**src/rtl/cluster_clint.sv**
```systemverilog
// cluster_clint: core-local interruptor behind a 32-bit valid/ready register port.
// Holds per-hart msip bits and, when CLINT_TIMER_EN is defined, a prescaled
// 64-bit mtime plus per-hart 64-bit mtimecmp registers driving mtip_o.
// Without CLINT_TIMER_EN only msip exists; timer offsets decode as errors.
module cluster_clint #(
  parameter int unsigned NumCores  = 8,
  parameter int unsigned Prescaler = 1,
  parameter int unsigned AddrWidth = 16
) (
  input  logic                 clk_i,
  input  logic                 rst_i,
  input  logic                 time_en_i,
  input  logic                 req_valid_i,
  output logic                 req_ready_o,
  input  logic [AddrWidth-1:0] req_addr_i,
  input  logic                 req_write_i,
  input  logic [31:0]          req_wdata_i,
  input  logic [3:0]           req_strb_i,
  output logic                 rsp_valid_o,
  input  logic                 rsp_ready_i,
  output logic [31:0]          rsp_rdata_o,
  output logic                 rsp_error_o,
  output logic [NumCores-1:0]  msip_o,
  output logic [NumCores-1:0]  mtip_o
);

  logic [15:0]         offset;
  logic                upper_zero;
  logic                req_fire;
  logic                wr_fire;
  logic                sel_msip;
  logic                sel_cmp;
  logic                sel_time;
  logic                dec_err;
  logic [12:0]         idx;
  logic [31:0]         rd_data;
  logic                rsp_valid_q;
  logic [31:0]         rsp_rdata_q;
  logic                rsp_error_q;
  logic [NumCores-1:0] msip_q;

  assign offset     = req_addr_i[15:0];
  assign upper_zero = (req_addr_i >> 16) == '0;

  // Only one request in flight: a new one may enter when the response slot
  // is empty or is being drained this very cycle.
  assign req_ready_o = !rsp_valid_q || rsp_ready_i;
  assign req_fire    = req_valid_i && req_ready_o;
  assign wr_fire     = req_fire && req_write_i && !dec_err;

`ifdef CLINT_TIMER_EN
  logic [63:0]         mtime_q;
  logic [31:0]         presc_q;
  logic [63:0]         mtimecmp_q [NumCores];
  logic [NumCores-1:0] mtip_q;
  logic                tick;
  logic                word_hi;

  assign word_hi = offset[2];
  assign tick    = time_en_i && (presc_q == 32'(Prescaler - 1));

  function automatic logic [31:0] merge_bytes(input logic [31:0] old_word,
                                              input logic [31:0] new_word,
                                              input logic [3:0]  strb);
    logic [31:0] res;
    for (int b = 0; b < 4; b++) begin
      res[8*b +: 8] = strb[b] ? new_word[8*b +: 8] : old_word[8*b +: 8];
    end
    return res;
  endfunction
`endif

  // Address decode: pick the register bank and hart index, flag anything unmapped.
  always_comb begin
    sel_msip = 1'b0;
    sel_cmp  = 1'b0;
    sel_time = 1'b0;
    idx      = '0;
    if (offset < 16'h4000) begin
      idx      = {1'b0, offset[13:2]};
      sel_msip = 32'(idx) < NumCores;
    end
`ifdef CLINT_TIMER_EN
    else if (offset[15:3] == 13'h17FF) begin
      sel_time = 1'b1;
    end else if (offset < 16'hC000) begin
      idx     = offset[15:3] - 13'h0800;
      sel_cmp = 32'(idx) < NumCores;
    end
`endif
    dec_err = !upper_zero || (offset[1:0] != 2'b00) || !(sel_msip || sel_cmp || sel_time);
  end

  // Read mux on current register state; writes and errors return zero.
  always_comb begin
    rd_data = '0;
    if (sel_msip) begin
      for (int i = 0; i < NumCores; i++) begin
        if (idx == 13'(i)) rd_data = {31'b0, msip_q[i]};
      end
    end
`ifdef CLINT_TIMER_EN
    if (sel_cmp) begin
      for (int i = 0; i < NumCores; i++) begin
        if (idx == 13'(i)) rd_data = word_hi ? mtimecmp_q[i][63:32] : mtimecmp_q[i][31:0];
      end
    end
    if (sel_time) rd_data = word_hi ? mtime_q[63:32] : mtime_q[31:0];
`endif
    if (dec_err || req_write_i) rd_data = '0;
  end

  // Registered response slot, held stable until the consumer takes it.
  always_ff @(posedge clk_i) begin
    if (rst_i) begin
      rsp_valid_q <= 1'b0;
      rsp_rdata_q <= '0;
      rsp_error_q <= 1'b0;
    end else if (req_fire) begin
      rsp_valid_q <= 1'b1;
      rsp_rdata_q <= rd_data;
      rsp_error_q <= dec_err;
    end else if (rsp_ready_i) begin
      rsp_valid_q <= 1'b0;
    end
  end

  // Software interrupt bits; only byte 0 bit 0 is stored.
  always_ff @(posedge clk_i) begin
    if (rst_i) begin
      msip_q <= '0;
    end else if (wr_fire && sel_msip && req_strb_i[0]) begin
      for (int i = 0; i < NumCores; i++) begin
        if (idx == 13'(i)) msip_q[i] <= req_wdata_i[0];
      end
    end
  end

`ifdef CLINT_TIMER_EN
  // Prescaler runs only while the timebase is enabled; software writes never reset it.
  always_ff @(posedge clk_i) begin
    if (rst_i) begin
      presc_q <= '0;
    end else if (time_en_i) begin
      presc_q <= tick ? '0 : presc_q + 32'd1;
    end
  end

  // mtime: a software write to either word wins over the increment that cycle.
  always_ff @(posedge clk_i) begin
    if (rst_i) begin
      mtime_q <= '0;
    end else if (wr_fire && sel_time) begin
      if (word_hi) mtime_q[63:32] <= merge_bytes(mtime_q[63:32], req_wdata_i, req_strb_i);
      else         mtime_q[31:0]  <= merge_bytes(mtime_q[31:0], req_wdata_i, req_strb_i);
    end else if (tick) begin
      mtime_q <= mtime_q + 64'd1;
    end
  end

  // Per-hart compare registers, reset to all ones so no timer fires early.
  always_ff @(posedge clk_i) begin
    if (rst_i) begin
      for (int i = 0; i < NumCores; i++) mtimecmp_q[i] <= '1;
    end else if (wr_fire && sel_cmp) begin
      for (int i = 0; i < NumCores; i++) begin
        if (idx == 13'(i)) begin
          if (word_hi) mtimecmp_q[i][63:32] <= merge_bytes(mtimecmp_q[i][63:32], req_wdata_i, req_strb_i);
          else         mtimecmp_q[i][31:0]  <= merge_bytes(mtimecmp_q[i][31:0], req_wdata_i, req_strb_i);
        end
      end
    end
  end

  // Timer pending is registered, so it trails register updates by one cycle.
  always_ff @(posedge clk_i) begin
    if (rst_i) begin
      mtip_q <= '0;
    end else begin
      for (int i = 0; i < NumCores; i++) mtip_q[i] <= mtime_q >= mtimecmp_q[i];
    end
  end

  assign mtip_o = mtip_q;
`else
  logic unused_inputs;
  assign unused_inputs = ^{time_en_i, req_wdata_i[31:1], req_strb_i[3:1], 32'(Prescaler)};
  assign mtip_o = '0;
`endif

  assign msip_o      = msip_q;
  assign rsp_valid_o = rsp_valid_q;
  assign rsp_rdata_o = rsp_rdata_q;
  assign rsp_error_o = rsp_error_q;

endmodule

```
**config.mk**
```make
export PLATFORM = sky130hd
export DESIGN_NAME = cluster_clint
export DESIGN_NICKNAME = d
export VERILOG_FILES = /design/src/rtl/cluster_clint.sv
export SDC_FILE = /design/constraint.sdc
export NUM_CORES = 1
export LEC_CHECK = 0
export ABC_AREA = 1
export CAP_MARGIN = 20
export CORE_ASPECT_RATIO = 2
export CORE_MARGIN = 2
export CORE_UTILIZATION = 31
export CTS_CLUSTER_DIAMETER = 150
export CTS_CLUSTER_SIZE = 12
export DETAILED_ROUTE_END_ITERATION = 7
export GPL_TIMING_DRIVEN = 0
export PLACE_DENSITY = 0.87
export SYNTH_ARGS = -nofsm -noshare
export SYNTH_HDL_FRONTEND = slang
export SYNTH_SLANG_ARGS = --single-unit
```
**constraint.sdc**
```tcl
create_clock -name clk_i -period 3.1 [get_ports clk_i]
set_input_delay 0.465 -clock clk_i [delete_from_list [all_inputs] [get_ports clk_i]]
set_output_delay 0.465 -clock clk_i [all_outputs]
set_load 0.05 [all_outputs]
```
==> results.txt <==
Synth area leaders: buf_4 (29%), dfxtp_1 (21%), nor2_1 (7.7%)
Period Utilization, post-route: 74.2%
Antenna Nets Post-Route: 0
Post-synth cell types: 24
Number of global-route vias before repair: 975
Fmax: 435 MHz
Die X: 44.7 um
DR vias/cell: 4.14
HPWL Detailed: 2000 um
Row count: 29
Max cap viols: 0
Hold path cells: 2
Status: finished, final reports clean
Core Region: 3160 um2
R2R cell count: 9
Full die area: 3820 um2
Most frequent cells in the layout: buf_4 (39), conb_1 (39), clkdlybuf4s50_1 (34), nor2_1 (21), nand2_1 (17)
VDD IR max: 276 uV
Gate Count Post-Synth: 149
Worst setup EP type: output port
Cell taking the most area after synthesis: buf_4
PostCTS Resize Cnt: 0
Initial antenna violation count: 0
Die H: 85.4 um
Top-area cell type share of the netlist area: 28.5%
Starting Density: 32.5%
Initial DRC Count: 31
Crit path buf inv count: 3
GRT Total Usage: 12.4%
Final core occ: 50.5%
Synth Warn #: 0
Slew margin rel.: 66.3%
Seq cells post-synth: 11
Cell Area, Placed: 1550 um2
Setup Skew: 0.000928 ns
Worst path top cell family by delay: buffers and inverters
Total CTS buffers: 3
CP required: 2.63 ns
Worst-path fanout max: 4
Setup CP Type: in -> out
Clk_lat worst skew: 0.24 ns
# hold bufs at CTS: 0
H-tree Lvls: 1
Critical-path cell list: clkdlybuf4s50_1, inv_1, nand2_2, clkdlybuf4s50_1
Clk buf depth: 2
Residual DRC: 0
Count of final hold-check violations: 0
Gpl congestion: 0.816
Sequential fraction of the synthesis area: 21.4%
Pwr Total: 0.501 mW
Placed Cells: 252
Hold Crit Class: reg -> reg
Clock root buffer: clkbuf_8
Via count: 1060
Period minus WS final: 2.30 ns
Fin area: 1590 um2
Proportion of layout cells with a drive suffix above 1: 27.1%
Post-Syn Area: 1030 um2
IO Count: 109
Endpoints failing setup: 0
TritonRoute pass-1 iters: 4
Final nets: 284
Count of input and output buffers: 34
Area grow syn2layout: 55.2%
Slew Viols, Final: 0
CTS tree: done
Post-synthesis average cell area: 6.89 um2
Clock sink count: 11
Critical path depth: 4
Setup WS pre-CTS: 0.788 ns
Hold Slack: 0.481 ns
Delay of the slowest critical-path stage: 0.80 ns
Global-route wire length before repair: 3670 um
Clk pin slew, worst setup/hold paths: 0.05 ns
PwrDens: 314 nW/um2
Post-CTS setup buffers: 0
Least-Margin Pin Slew: 0.504 ns
Worst Slack Setup Final: 0.799 ns
Slowest-stage cell, CP: clkdlybuf4s50_1
Worst reg2reg setup slack: 1.69 ns
Worst EP arrival: 1.84 ns
Critical path's most frequent cell: clkdlybuf4s50_1
Routed WL: 2320 um
Antenna cell count: 0
Post-route insts no fill: 256
Setup TNS: 0 ns
Critical path launch point type: input pin
RSZ-0062 raised after global routing: no
Cell leakage power: 0.763 nW
GRT Residual Overflow: 0
Pin count of the biggest net entering global routing: 11
Routed wire length per instance: 9.08 um
worst paths after layout:
kind                       start        endpoint
setup / recovery     rsp_ready_i     req_ready_o
hold / removal    rsp_rdata_o[0]  rsp_rdata_o[0]
setup reg to reg     rsp_valid_o       msip_o[5]
hold reg to reg   rsp_rdata_o[0]  rsp_rdata_o[0]
power by group:
part,switching [mW],total (mW),internal [mW]
registers,0.00107,0.145,0.144
clock network,0.0544,0.145,0.0903
logic,0.143,0.211,0.0684
tightest hold or removal path, stage by stage (launching register included):
cell     delay [ns]
dfxtp_1        0.31
nand2_1        0.06
a21oi_1        0.06
state kept, by name (all words and copies together), names as in the netlist:
| register | cells |
|---|---|
| msip_o | 8 |
| rsp_error_o | 1 |
| rsp_rdata_o | 1 |
| rsp_valid_o | 1 |
routing by layer:
metal | global-route usage (%) | vias up | part of all wire, %
met5 | 0 | - | 0
met4 | 4.13 | 0 | 1.5
met3 | 3.62 | 5 | 12
met2 | 26.0 | 61 | 55
met1 | 9.44 | 439 | 31
li1 | - | 555 | -
synthesized netlist by cell type:
cell / number
nand2_2: 4
o21ai_0: 3
inv_2: 1
nor3_4: 1
nand4_1: 3
a211oi_1: 4
a211oi_2: 1
nor3_1: 3
or2_0: 1
a311oi_1: 2
inv_1: 10
nand3_1: 6
inv_4: 1
nand2_1: 17
conb_1: 1
clkbuf_1: 1
dfxtp_1: 11
nand3_2: 1
a21oi_1: 7
nor2_4: 3
nor2_2: 7
nor2_1: 21
buf_4: 39
nor3b_1: 1
layout make-up:
type / count / area [um2]
Tap cell: 31 / 38.8
Inverter: 12 / 47.5
Clock buffer: 4 / 45.0
Buffer: 40 / 297
Multi-Input combinational cell: 124 / 606
Fill cell: 303 / 1560
Sequential cell: 11 / 220
Timing Repair Buffer: 34 / 340
cells by family after synthesis:
family / share of synthesized area, %
and+or+nand+nor: 34.0
other: 0.365
AOI/OAI and AO/OA: 10.7
DFF: 21.4
buffers and inverters: 33.5
(Power assumes the default switching activity.)
